**src/rtl/serial_arith_pkg.sv**
```systemverilog
// Shared definitions for the bit-serial arithmetic blocks.
// Contents:
//   state_e      controller FSM encoding (IDLE, SHIFT, DONE)
//   cnt_width()  bit-count register width for a given operand width
//   DEF_WIDTH    default operand width
//   DEF_CNT_W    bit-count width for DEF_WIDTH
package serial_arith_pkg;

    typedef enum logic [1:0] {
        IDLE  = 2'd0,
        SHIFT = 2'd1,
        DONE  = 2'd2
    } state_e;

    // The counter indexes bits 0..w-1; the floor of 1 keeps the w=1 corner legal.
    function automatic int unsigned cnt_width(input int unsigned w);
        return (w < 2) ? 1 : $clog2(w);
    endfunction

    localparam int unsigned DEF_WIDTH = 8;
    localparam int unsigned DEF_CNT_W = cnt_width(DEF_WIDTH);

endpackage

```
**src/rtl/fa_bit_cell.sv**
```systemverilog
// Combinational 1-bit full adder: the single arithmetic cell that the serial
// controller time-shares across all bit positions.
// Ports:
//   a, b  operand bits
//   ci    carry in
//   s     sum bit
//   co    carry out
module fa_bit_cell (
    input  logic a,
    input  logic b,
    input  logic ci,
    output logic s,
    output logic co
);

    logic w_p;

    assign w_p = a ^ b;
    assign s   = w_p ^ ci;
    assign co  = (a & b) | (ci & w_p);

endmodule

```
**src/rtl/serial_add_ctrl.sv**
```systemverilog
// Bit-serial adder controller. Captures two WIDTH-bit operands over a
// valid/ready handshake, adds them LSB first one bit per clock through a
// single full-adder cell and a carry flip-flop, then holds the result on a
// valid/ready output until the consumer takes it.
// Optional feature: define SERIAL_ADD_SUB_EN to add the op_sub input, which
// turns the operation into a - b (b inverted, carry-in forced to 1; cin is
// ignored, cout=1 means no borrow).
// Ports:
//   clk, rst              clock, synchronous active-high reset
//   in_valid / in_ready   operand handshake
//   a, b, cin             operands and carry-in, captured at accept
//   op_sub                subtract select (SERIAL_ADD_SUB_EN only)
//   out_valid / out_ready result handshake
//   sum, cout             result, stable from DONE entry until next DONE entry
//   busy                  high whenever the FSM is not in IDLE
module serial_add_ctrl
    import serial_arith_pkg::*;
#(
    parameter int unsigned WIDTH = DEF_WIDTH
) (
    input  logic             clk,
    input  logic             rst,
    input  logic             in_valid,
    output logic             in_ready,
    input  logic [WIDTH-1:0] a,
    input  logic [WIDTH-1:0] b,
    input  logic             cin,
`ifdef SERIAL_ADD_SUB_EN
    input  logic             op_sub,
`endif
    output logic             out_valid,
    input  logic             out_ready,
    output logic [WIDTH-1:0] sum,
    output logic             cout,
    output logic             busy
);

    localparam int unsigned CNT_W = cnt_width(WIDTH);

    state_e             r_state;
    state_e             w_state_nxt;
    logic [WIDTH-1:0]   r_a_sh;
    logic [WIDTH-1:0]   r_b_sh;
    logic [WIDTH-1:0]   r_sum_sh;
    logic [WIDTH-1:0]   w_sum_sh_nxt;
    logic               r_carry;
    logic [CNT_W-1:0]   r_cnt;
    logic [WIDTH-1:0]   r_sum;
    logic               r_cout;
    logic               r_in_ready;
    logic               r_out_valid;
    logic               r_busy;
    logic               w_accept;
    logic               w_release;
    logic               w_last;
    logic               w_s;
    logic               w_co;
    logic [WIDTH-1:0]   w_b_load;
    logic               w_carry_load;

    assign w_accept     = in_valid & r_in_ready;
    assign w_release    = r_out_valid & out_ready;
    assign w_last       = (r_cnt == CNT_W'(WIDTH - 1));
    assign w_sum_sh_nxt = {w_s, r_sum_sh[WIDTH-1:1]};

    // Operand B and initial carry as loaded at accept.
`ifdef SERIAL_ADD_SUB_EN
    assign w_b_load     = op_sub ? ~b : b;
    assign w_carry_load = op_sub ? 1'b1 : cin;
`else
    assign w_b_load     = b;
    assign w_carry_load = cin;
`endif

    // The one shared full-adder cell, fed from the LSBs of the operand shifters.
    fa_bit_cell u_cell (
        .a  (r_a_sh[0]),
        .b  (r_b_sh[0]),
        .ci (r_carry),
        .s  (w_s),
        .co (w_co)
    );

    // FSM state register.
    always_ff @(posedge clk) begin
        if (rst) begin
            r_state <= IDLE;
        end else begin
            r_state <= w_state_nxt;
        end
    end

    // FSM next-state logic.
    always_comb begin
        w_state_nxt = r_state;
        case (r_state)
            IDLE:    if (w_accept)  w_state_nxt = SHIFT;
            SHIFT:   if (w_last)    w_state_nxt = DONE;
            DONE:    if (w_release) w_state_nxt = IDLE;
            default:                w_state_nxt = IDLE;
        endcase
    end

    // Handshake and status flags, registered from the next state so they line
    // up with the state register.
    always_ff @(posedge clk) begin
        if (rst) begin
            r_in_ready  <= 1'b1;
            r_out_valid <= 1'b0;
            r_busy      <= 1'b0;
        end else begin
            r_in_ready  <= (w_state_nxt == IDLE);
            r_out_valid <= (w_state_nxt == DONE);
            r_busy      <= (w_state_nxt != IDLE);
        end
    end

    // Serial datapath: operand capture, bit shifting and result latch.
    always_ff @(posedge clk) begin
        if (rst) begin
            r_a_sh   <= '0;
            r_b_sh   <= '0;
            r_sum_sh <= '0;
            r_carry  <= 1'b0;
            r_cnt    <= '0;
            r_sum    <= '0;
            r_cout   <= 1'b0;
        end else begin
            case (r_state)
                IDLE: begin
                    if (w_accept) begin
                        r_a_sh   <= a;
                        r_b_sh   <= w_b_load;
                        r_carry  <= w_carry_load;
                        r_sum_sh <= '0;
                        r_cnt    <= '0;
                    end
                end
                SHIFT: begin
                    r_sum_sh <= w_sum_sh_nxt;
                    r_a_sh   <= r_a_sh >> 1;
                    r_b_sh   <= r_b_sh >> 1;
                    r_carry  <= w_co;
                    // Counter parks at WIDTH-1 rather than wrapping.
                    if (w_last) begin
                        r_sum  <= w_sum_sh_nxt;
                        r_cout <= w_co;
                    end else begin
                        r_cnt  <= r_cnt + CNT_W'(1);
                    end
                end
                default: begin
                end
            endcase
        end
    end

    assign in_ready  = r_in_ready;
    assign out_valid = r_out_valid;
    assign busy      = r_busy;
    assign sum       = r_sum;
    assign cout      = r_cout;

endmodule

```
**config.mk**
```make
export PLATFORM = sky130hd
export DESIGN_NAME = serial_add_ctrl
export DESIGN_NICKNAME = d
export VERILOG_FILES = /design/src/rtl/serial_arith_pkg.sv /design/src/rtl/fa_bit_cell.sv /design/src/rtl/serial_add_ctrl.sv
export SDC_FILE = /design/constraint.sdc
export NUM_CORES = 1
export LEC_CHECK = 0
export BUFFER_PORTS_ARGS = -buffer_cell sky130_fd_sc_hd__buf_2
export CAP_MARGIN = 20
export CORE_UTILIZATION = 38
export CTS_CLUSTER_SIZE = 40
export DETAILED_ROUTE_END_ITERATION = 10
export GPL_ROUTABILITY_DRIVEN = 0
export PLACE_DENSITY_LB_ADDON = 0.05
export RECOVER_POWER = 25
export SLEW_MARGIN = 20
export SYNTH_ARGS = -nofsm -noshare
export SYNTH_HDL_FRONTEND = slang
export SYNTH_SLANG_ARGS = --single-unit
```
**constraint.sdc**
```tcl
create_clock -name clk -period 3.4 [get_ports clk]
set_input_delay 0.17 -clock clk [delete_from_list [all_inputs] [get_ports clk]]
set_output_delay 0.17 -clock clk [all_outputs]
set_load 0.02 [all_outputs]
```
# After elaboration in Yosys (flattened, before gate mapping)
# Index checks and enable logic that the tools add are counted.
totals:
  register_bits: 42
  wordCells: 47
  out_inout_bits: 12
op_classes:
  add_sub_neg: 1
  reduce_logical: 7
  n_bitwise: 7
  eq_ne: 6
  muxes: 15
op_table:
  columns: ["op", "n"]
  rows:
  - ["$pmux 8 s2", 3]
  - ["$mux 8", 3]
  - ["$mux 2", 3]
  - ["$mux 3", 2]
  - ["$pmux 2 s3", 1]
  - ["$pmux 3 s2", 1]
  - ["$and 1x1->1", 4]
  - ["$eq 2x2->1 const B", 2]
  - ["$logic_not 2->1", 2]
  - ["$ne 2x2->1 const B", 2]
  - ["$reduce_and 2->1", 2]
  - ["$reduce_bool 2->1", 2]
  - ["$add 3x1->3 const B", 1]
  - ["$eq 3x3->1 const B", 1]
  - ["$reduce_and 3->1", 1]
  - ["$eq 2x1->1 const B", 1]
  - ["$pmux 1 s2", 1]
  - ["$xor 1x1->1", 2]
  - ["$mux 1", 1]
  - ["$or 1x1->1", 1]

# Depth between registers and ports, before layout
# Gate-level depths: netlist of run 1.
logic_depth:
  depth_word: 4
  depth_mapped: 6
  mapped_depth_nobuf: 5

# Modules after synthesis
# A second synthesis of run 1 with hierarchy kept.
unflattened:
  cells_unflattened: 171
  area_unflattened_um2: 1914.3
by_module_without_submodules:
  columns: ["mod", "cells_each", "instances", "area_each_um2", "seq_area_each_um2"]
  rows:
  - ["serial_add_ctrl", 170, 1, 1894.3, 820.8]
  - ["fa_bit_cell", 1, 1, 20.0, 0.0]

# Least setup slack after synthesis of run 1
# OpenSTA, ideal clock, no wires.
synth_path:
  path_type: "reg2reg"
  start: "register r_cnt[0]"
  end: "register r_cnt[1]"
  stages_incl_launch_ff: 6
  required_ns: 3.268
  path_buffers: 0
  slack_ns: 2.050
  period_less_slack_ns: 1.350
  arrival_ns: 1.218
  path_cell_list: "dfxtp_1 -> ha_1 -> ha_1 -> or3b_1 -> nand3_1 -> a21oi_1"
synth_via:
  elab_chain_len: 3
synth_lines:
  columns: ["element", "line_no", "text"]
  rows:
  - ["start, declared", "serial_add_ctrl.sv:47", "logic [CNT_W-1:0] r_cnt;"]
  - ["start signal, assigned", "serial_add_ctrl.sv:149", "r_cnt <= r_cnt + CNT_W'(1);"]
  - ["$add 3x1->3 or $eq 3x3->1 (tied branches)", "serial_add_ctrl.sv:149, serial_add_ctrl.sv:63", null]
  - ["$mux 3 or $ne 2x2->1 (tied branches)", null, null]
  - ["$pmux 3 s2 or $reduce_and 3->1 (tied branches)", null, null]
# Several ways; a longest one is shown, not always the timed one. The select of a mux whose other input is x is not followed.
# A chain may end at the register's enable or synchronous reset.

# Final worst setup path of run 1
layout_path:
  start: "register r_state[1]"
  end: "register r_carry"
layout_via:
  elab_chain_len: 3
layout_lines:
  columns: ["element", "line_no", "text"]
  rows:
  - ["start, declared", "serial_add_ctrl.sv:40", "state_e r_state;"]
  - ["start signal, assigned", "serial_add_ctrl.sv:89", "r_state <= w_state_nxt;"]
  - ["$eq 2x1->1 or $logic_not 2->1 (tied branches)", "serial_add_ctrl.sv:129", "case (r_state)"]
  - ["$reduce_bool 2->1 (no line) or $ne 2x2->1 (tied branches)", null, null]
  - ["$reduce_and 2->1 (no line)", null, null]
  - ["end signal, assigned", "serial_add_ctrl.sv:134", "r_carry <= w_carry_load;"]
  - ["end signal, assigned", "serial_add_ctrl.sv:143", "r_carry <= w_co;"]
  - ["end, declared", "serial_add_ctrl.sv:46", "logic r_carry;"]
# Several ways; a longest one is shown, not always the timed one.

==> results of run 1 <==
-- per-layer routing --
metal	vias up	track usage	wire length [µm]
met4	0	0.0600	53
met1	609	0.219	1880
met2	28	0.246	1550
li1	704	-	-
met5	-	0	0
met3	5	0.0470	149
-- registers in the layout, summed over array words and instances (netlist names) --
register	flops
busy	1
cout	1
sum	8
r_cnt	3
r_state	2
r_a_sh	8
r_b_sh	8
in_ready	1
r_carry	1
r_sum_sh	7
out_valid	1
-- layout make-up --
cell class / count / area (µm²) / share of cell area
inverters: 7 / 26.3 / 0.0130
clock inverters: 2 / 35.0 / 0.0173
flip-flops and latches: 41 / 821 / 0.405
well taps: 52 / 65.1 / 0.0321
multi-input cells: 121 / 857 / 0.423
repair buffers: 33 / 153 / 0.0754
clock buffers: 5 / 68.8 / 0.0340
-- worst register-to-register path, cell delays in order, from the launching register on --
cell	delay (ns)
dfxtp_1	0.60
nand2b_1	0.76
buf_4	0.29
a21oi_1	0.07
a211oi_1	0.22
-- where the power goes --
group / switching [W] / internal, W / leakage (nW)
Sequential: 0.0000197 / 0.000510 / 0.335
Clock: 0.000160 / 0.000213 / 0.0540
Combinational: 0.0000887 / 0.0000686 / 0.401
Total: 0.000268 / 0.000792 / 0.791
-- worst max-delay path by stage --
stage                                startpoint                    end
after detailed placement  r_state[1]$_SDFF_PP0_   r_carry$_SDFFE_PP0P_
after CTS                 r_state[1]$_SDFF_PP0_   r_carry$_SDFFE_PP0P_
final                     r_state[1]$_SDFF_PP0_   r_carry$_SDFFE_PP0P_
after floorplan           r_cnt[0]$_SDFFE_PP0P_  r_cnt[1]$_SDFFE_PP0P_
after global placement    r_state[1]$_SDFF_PP0_   r_carry$_SDFFE_PP0P_
after global routing      r_state[1]$_SDFF_PP0_   r_carry$_SDFFE_PP0P_
-- through the flow --
step | cells | utilization
6_report | 261 | 0.453
3_5_place_dp | 254 | 0.432
4_1_cts | 261 | 0.455
2_1_floorplan | 183 | -
5_1_grt | 261 | 0.453
3_3_place_gp | 254 | 0.432
-- logic make-up (layout without fill, tap and decap cells) --
group / Yosys count / in the layout / synth area share
DFF: 41 / 41 / 0.454
AOI/OAI and AO/OA: 60 / 60 / 0.246
buffers and inverters: 21 / 47 / 0.0754
adders and majority gates: 3 / 3 / 0.0249
and+or+nand+nor: 44 / 44 / 0.123
muxes: 14 / 14 / 0.0775
-- cell usage in the layout, fill, tap and decap left out, types with 4 or more instances in the layout --
cell type	n
a21oi_1	28
o22ai_1	5
dfxtp_1	41
mux2i_1	14
a211oi_2	14
clkbuf_8	5
buf_2	20
a211oi_1	4
inv_1	7
clkbuf_1	12
nand2_1	25
==> results.toml, run 1 <==
[status]
outcome = "finished clean"

[timing]
fin_worst_skew_ns = 0.00400
fmax_ghz = 0.493
hold_ws_ns = 0.119
tns_ns = 0
fin_crit_sh = 0.597
timing.final.ws_setup_ns = 1.37
worstMarginPinSlew_ns = 0.887
grt_setup_unrepaired = "false"
final-setup-viol-count = 0
hold_viol = 0
max_slew_margin = 0.408
drv_slew = 0
fin_crit_ns = 2.03

[cts]
cts_setup_buffers = 0
cts_made_buffers = 5
cts-root-buf = "clkbuf_8"
cts_num_sinks = 41
ctsHoldBuffers = 0
clk_pin_slew_ns = 0.08
clk_latency_ns = 0.29
htree_levels = 2
cts_buffer_depth = 2
cts_tree = "yes"
cts_resized = 0

[worst_setup_path]
crit_type = "flip-flop to flip-flop"
crit_buf_inv = 1
cp.arrival_ns = 2.23
worst_setup_path_start_kind = "flip-flop"
cpPeakStageDelay_ns = 0.76
critical-path-top-delay-family = "simple AND/OR/NAND/NOR gates"
crit_chain = "nand2b_1 > buf_4 > a21oi_1 > a211oi_1"
cp_slowest_cell = "nand2b_1"
crit_path_end_kind = "flip-flop"
cp_max_fo = 15
reg2reg_from = "r_state[1]$_SDFF_PP0_"
r2r_slack_ns = 1.37
reg2reg_depth = 4
required_ns = 3.60
path_depth = 4
r2r-end = "r_carry$_SDFFE_PP0P_"

[grt]
grt_max_degree = 38
track_usage = 0.162
overflow = 0
grt_pass1_vias = 1352
antenna_found_initial = 0
grt_pass1_wl_um = 6320

[drt]
routed_wl_um = 3630
dr.pass1.iters = 6
dr_total_vias = 1346
drt-initial-drc-count = 80
viasPerCell = 5.16
routedWlPerCell_um = 13.9
antenna_left = 0
remaining_drc_errors = 0

[placed_design]
dp_slack_ns = 1.38
hpwlAfterDp_um = 2420
place_area_um2 = 1930
io_buffers = 32

[floorplanning]
io_pins = 33
die_w_um = 71
initial_core_util = 0.404
coreArea_um2 = 4470
chipHeight_um = 71
die_area_um2 = 5040
rows = 24

[cells_and_area]
area_growth_syn_to_layout_pct = 12.0
layout-drive-gt1-share = 0.220
postLayoutCellArea_um2 = 2030
diodes = 0
fillCellCount = 461
fin_nets = 233

[yosys]
synth-seq-area-share = 0.454
synth_enable_flop_cells = 0
synth_flop_cell = "dfxtp_1"
syn_area_um2 = 1810
async_flop_share = 0
synth_top_area_share = 0.454
syn_nets = 207
synth_area_leaders = "dfxtp_1, a211oi_2, a21oi_1, mux2i_1, nand2_1"
ys_ff_latch = 41
yosysMostFrequentCell = "dfxtp_1"
avgSynthCellArea_um2 = 9.89
synthCells = 183
synth.distinct_cells = 32
yosysWarnings = 0
synth_area_leader_cell = "dfxtp_1"
synth_common_cells = "dfxtp_1, a21oi_1, nand2_1"

[power_and_ir_drop]
peakVddDrop_mv = 0.259
p_total_w = 0.00106
power_leakage_nw = 0.791
powerDensity_nw_per_um2 = 524

[worst_hold_path]
whs_path_depth = 3
hp-start = "a[7]"
hold_end = "r_a_sh[7]$_SDFFE_PP0P_"
hp-class = "input pin to flip-flop"

[job]
drv_cap = 0
Power figures use the tool's default switching activity.
==> run 2: changes to the inputs <==
clock period = 1.83 ns   (was 3.4 ns; I/O delays follow)
==> results.toml, run 2 (synthesis results as in run 1) <==
[status]
outcome = "finished clean"

[drt]
dr.pass1.iters = 6
antenna_left = 0
routed_wl_um = 3680
routedWlPerCell_um = 13.8
drt-initial-drc-count = 71
viasPerCell = 5.22
dr_total_vias = 1388
remaining_drc_errors = 0

[worst_hold_path]
hp-start = "b[7]"
hp-class = "input pin to flip-flop"
whs_path_depth = 3
hold_end = "r_b_sh[7]$_SDFFE_PP0P_"

[power_and_ir_drop]
switchingPower_w = 0.000525
powerDensity_nw_per_um2 = 976
power_frac_seq = 0.489
p_comb_frac = 0.148
p_total_w = 0.00201
p_int_w = 0.00149
peakVddDrop_mv = 0.490
power_leakage_nw = 0.809
p_clk_frac = 0.363
sw_frac_of_total = 0.261

[timing]
grt_setup_unrepaired = "false"
final-setup-viol-count = 0
max_slew_margin = 0.675
drv_slew = 0
fin_crit_ns = 1.50
hold_ws_ns = 0.0388
hold_viol = 0
fmax_ghz = 0.665
fin_worst_skew_ns = 0.00997
worstMarginPinSlew_ns = 0.488
fin_crit_sh = 0.822
tns_ns = 0

[grt]
overflow = 0
use_met2 = 0.263
track_usage = 0.159
grt_use_met1 = 0.190
busiest_layer = "met2"
grt_max_degree = 23
met3_usage = 0.0413
antenna_found_initial = 0
grt_pass1_vias = 1380
grt_pass1_wl_um = 6210

[worst_setup_path]
cp.arrival_ns = 1.68
reg2reg_depth = 5
r2r_slack_ns = 0.33
reg2reg_from = "r_cnt[0]$_SDFFE_PP0P_"
required_ns = 2.00
cp_max_fo = 5
crit_path_end_kind = "flip-flop"
r2r-end = "busy$_SDFF_PP0_"
worst_setup_path_start_kind = "flip-flop"
crit_type = "flip-flop to flip-flop"

[cts]
cts_buffer_depth = 2
cts_num_sinks = 41
cts_tree = "yes"
cts_setup_buffers = 0
clk_latency_ns = 0.30
cts-root-buf = "clkbuf_8"
ctsHoldBuffers = 0
clk_pin_slew_ns = 0.08
htree_levels = 2
cts_made_buffers = 5
cts_resized = 0

[floorplanning]
io_pins = 33
rows = 24
die_w_um = 71
initial_core_util = 0.404
coreArea_um2 = 4470
chipHeight_um = 71
die_area_um2 = 5040

[cells_and_area]
area_growth_syn_to_layout_pct = 14.0
mostFrequentLayoutCell = "dfxtp_1"
diodes = 0
final_cell_mix = "dfxtp_1, a21oi_1, nand2_1, buf_2"
postLayoutCellArea_um2 = 2060
fillCellCount = 446
layout-drive-gt1-share = 0.238
fin_nets = 237

[placed_design]
io_buffers = 32
hpwlAfterDp_um = 2580
place_area_um2 = 1960

[job]
drv_cap = 0
-- run 2: cell type report --
class                      instances  area, µm²  share of cell area
inverter                           7       26.3              0.0127
clock buffer                       5       68.8              0.0334
timing repair buffer              37        183              0.0886
multi-input combinational        121        852               0.413
sequential                        41        821               0.398
tap                               52       65.1              0.0316
clock inverter                     3       46.3              0.0225
-- run 2: power groups by stage --
stage	Combinational [W]	Clock (W)	Sequential, W
floorplan	0.000255	0	0.000998
global placement	0.000296	0	0.00100
detailed placement	0.000302	0	0.00100
CTS	0.000303	0.000757	0.000984
global route	0.000329	0.000795	0.000991
finish	0.000298	0.000731	0.000985
-- run 2: worst max-delay path, cell delays in order (launching register included) --
cell	delay, ns
dfxtp_1	0.33
ha_1	0.21
ha_1	0.23
and3b_1	0.21
a31oi_1	0.31
o21bai_1	0.10
-- run 2: metrics by stage --
step           utilization  instances  setup slack [ns]
6_report             0.461        266             0.326
5_1_grt              0.461        266             0.223
4_1_cts              0.464        266             0.317
3_5_place_dp         0.438        258             0.333
3_3_place_gp         0.438        258             0.402
2_1_floorplan            -        183             0.480
-- run 2: how the worst max path moves through the flow --
stage                                startpoint                    end  slack, ns  depth (start not counted)
after floorplan           r_cnt[0]$_SDFFE_PP0P_  r_cnt[1]$_SDFFE_PP0P_       0.48                          5
after global placement    r_cnt[0]$_SDFFE_PP0P_        busy$_SDFF_PP0_       0.40                          5
after detailed placement  r_cnt[0]$_SDFFE_PP0P_        busy$_SDFF_PP0_       0.33                          5
after CTS                 r_cnt[0]$_SDFFE_PP0P_        busy$_SDFF_PP0_       0.32                          5
after global routing      r_cnt[0]$_SDFFE_PP0P_        busy$_SDFF_PP0_       0.22                          5
final                     r_cnt[0]$_SDFFE_PP0P_        busy$_SDFF_PP0_       0.33                          5
-- run 2: routing by layer --
| layer | vias to the layer above | routed length (µm) |
|---|---|---|
| met5 | - | 0 |
| met4 | 0 | 51 |
| met3 | 5 | 178 |
| met2 | 29 | 1670 |
| met1 | 644 | 1780 |
| li1 | 710 | - |
==> run 3: changes to the inputs <==
ABC_AREA = 1   (was unset)
clock period = 1.44 ns   (was 1.83 ns; I/O delays follow)
==> results.toml, run 3 <==
[status]
outcome = "finished clean"

[grt]
grt_pass1_vias = 1582
grt_max_degree = 26
grt_pass1_wl_um = 6890
overflow = 0
antenna_found_initial = 0
track_usage = 0.173

[floorplanning]
chipHeight_um = 71.1
io_pins = 33
initial_core_util = 0.406
coreArea_um2 = 4470
rows = 24
die_w_um = 71.1
die_area_um2 = 5060

[cts]
clk_latency_ns = 0.29
ctsHoldBuffers = 0
cts_made_buffers = 5
cts_num_sinks = 41
cts_setup_buffers = 0
cts-root-buf = "clkbuf_8"
cts_tree = "yes"
htree_levels = 2
clk_pin_slew_ns = 0.08
cts_buffer_depth = 2

[drt]
remaining_drc_errors = 0
routed_wl_um = 3910
dr_total_vias = 1657
dr.pass1.iters = 4
viasPerCell = 4.75
routedWlPerCell_um = 11.2
antenna_left = 0
drt-initial-drc-count = 66

[worst_setup_path]
critical_path.startpoint = "r_cnt[0]$_SDFFE_PP0P_"
reg2reg_from = "r_cnt[0]$_SDFFE_PP0P_"
crit_type = "flip-flop to flip-flop"
endpoint = "sum[3]$_SDFFE_PP0P_"
r2r_slack_ns = 0.09
required_ns = 1.63
cp_max_fo = 9
r2r-end = "sum[3]$_SDFFE_PP0P_"
cp.arrival_ns = 1.54
reg2reg_depth = 7
crit_path_end_kind = "flip-flop"
worst_setup_path_start_kind = "flip-flop"

[placed_design]
io_buffers = 32
hpwlAfterDp_um = 2610

[timing]
drv_slew = 0
fin_crit_ns = 1.35
fmax_ghz = 0.741
hold_viol = 0
max_slew_margin = 0.814
tns_ns = 0
fin_crit_sh = 0.937
worstMarginPinSlew_ns = 0.279
final-setup-viol-count = 0
grt_setup_unrepaired = "false"
fin_worst_skew_ns = 0.00412

[yosys]
synthCells = 259
synth_top_area_share = 0.452
synth_area_leaders = "dfxtp_1, nand2_1, nor2_1, nand3_1, nand3b_1"
synth_flop_cell = "dfxtp_1"
async_flop_share = 0
yosysWarnings = 0
synth-seq-area-share = 0.452
syn_area_um2 = 1820
synth_area_leader_cell = "dfxtp_1"
synth.distinct_cells = 21
ys_ff_latch = 41
yosysMostFrequentCell = "nand2_1"
synth_common_cells = "nand2_1, nor2_1, dfxtp_1"
avgSynthCellArea_um2 = 7.01
syn_nets = 283
synth_enable_flop_cells = 0

[cells_and_area]
ff_latch_area_um2 = 822
fillCellCount = 493
area_growth_syn_to_layout_pct = 18.6
utilization = 0.481
layout-drive-gt1-share = 0.158
final_cell_mix = "nand2_1, nor2_1, dfxtp_1, buf_2, nand3_1"
diodes = 0
multiInputGateArea_um2 = 871
mostFrequentLayoutCell = "nand2_1"
fin_nets = 320

[power_and_ir_drop]
powerDensity_nw_per_um2 = 1190
peakVddDrop_mv = 0.415
power_leakage_nw = 1.04

[worst_hold_path]
hp-start = "b[7]"
hp-class = "input pin to flip-flop"

[job]
drv_cap = 0
run 3: changes by cell type in the layout (fill, tap and decap cells not counted), moves of 10 or more:
| cell | previous run | this run |
|---|---|---|
| a211oi_2 | 14 | 0 |
| nand3b_1 | 2 | 12 |
| nor2_1 | 3 | 48 |
| a21oi_1 | 28 | 13 |
| nand2_1 | 25 | 81 |
| nand3_1 | 3 | 18 |
| mux2i_1 | 14 | 0 |
run 3: kinds of logic (layout without fill, tap and decap cells):
logic type                 after synthesis  count (layout)  synth area share
AOI/OAI and AO/OA                       23              23            0.0634
buffers and inverters                   27              65            0.0682
and+or+nand+nor                        165             165             0.391
DFF                                     41              41             0.452
adders and majority gates                3               3            0.0248
run 3: per-stage QoR:
step	std cells	worst slack, ns	cell area [µm²]	total power (W)	hold WS [ns]
floorplan	259	0.0971	1820	0.00154	0.141
global placement	341	0.0848	2050	0.00165	0.355
detailed placement	341	0.0486	2050	0.00165	0.358
CTS	349	0.0373	2160	0.00260	0.0499
global route	349	0.00404	2150	0.00270	0.0667
finish	349	0.0902	2150	0.00257	0.0526
run 3: worst max-delay path, stage by stage, from the launching register on:
cell	delay [ns]
dfxtp_2	0.33
ha_1	0.19
ha_1	0.19
nand2_1	0.12
nor2_4	0.05
buf_4	0.16
o21ai_0	0.15
nor2_1	0.06
run 3: worst min-delay path by stage:
stage | cells after the start | to | slack, ns
2_1_floorplan | 1 | r_cnt[1]$_SDFFE_PP0P_ | 0.14
3_3_place_gp | 3 | r_b_sh[7]$_SDFFE_PP0P_ | 0.36
3_5_place_dp | 3 | r_b_sh[7]$_SDFFE_PP0P_ | 0.36
4_1_cts | 3 | r_b_sh[7]$_SDFFE_PP0P_ | 0.05
5_1_grt | 3 | r_b_sh[7]$_SDFFE_PP0P_ | 0.07
6_report | 3 | r_b_sh[7]$_SDFFE_PP0P_ | 0.05
run 3: layer usage:
metal / track usage / vias up / share of wire
met5: 0 / - / 0
met4: 0.0533 / 0 / 0.011
met3: 0.0427 / 5 / 0.036
met2: 0.282 / 31 / 0.45
met1: 0.226 / 739 / 0.51
li1: - / 882 / -
run 3: where the power goes:
group	leakage (nW)	internal (W)	switching [W]	total [W]
logic	0.647	0.000148	0.000235	0.000383
registers	0.336	0.00120	0.0000315	0.00123
clock network	0.0585	0.000565	0.000384	0.000949
total	1.04	0.00192	0.000651	0.00257
run 3: cell type report:
class,instances,share of cell area
Clock buffer,7,0.0401
Clock inverter,1,0.0139
Inverter,15,0.0273
Multi-Input combinational cell,191,0.404
Sequential cell,41,0.382
Tap cell,52,0.0302
Timing Repair Buffer,42,0.102
run 3: timing repair:
item | CTS | global route
endpoints found under the hold margin | 0 | 0
setup endpoints to repair | 0 | 5
resized for setup | 0 | 4
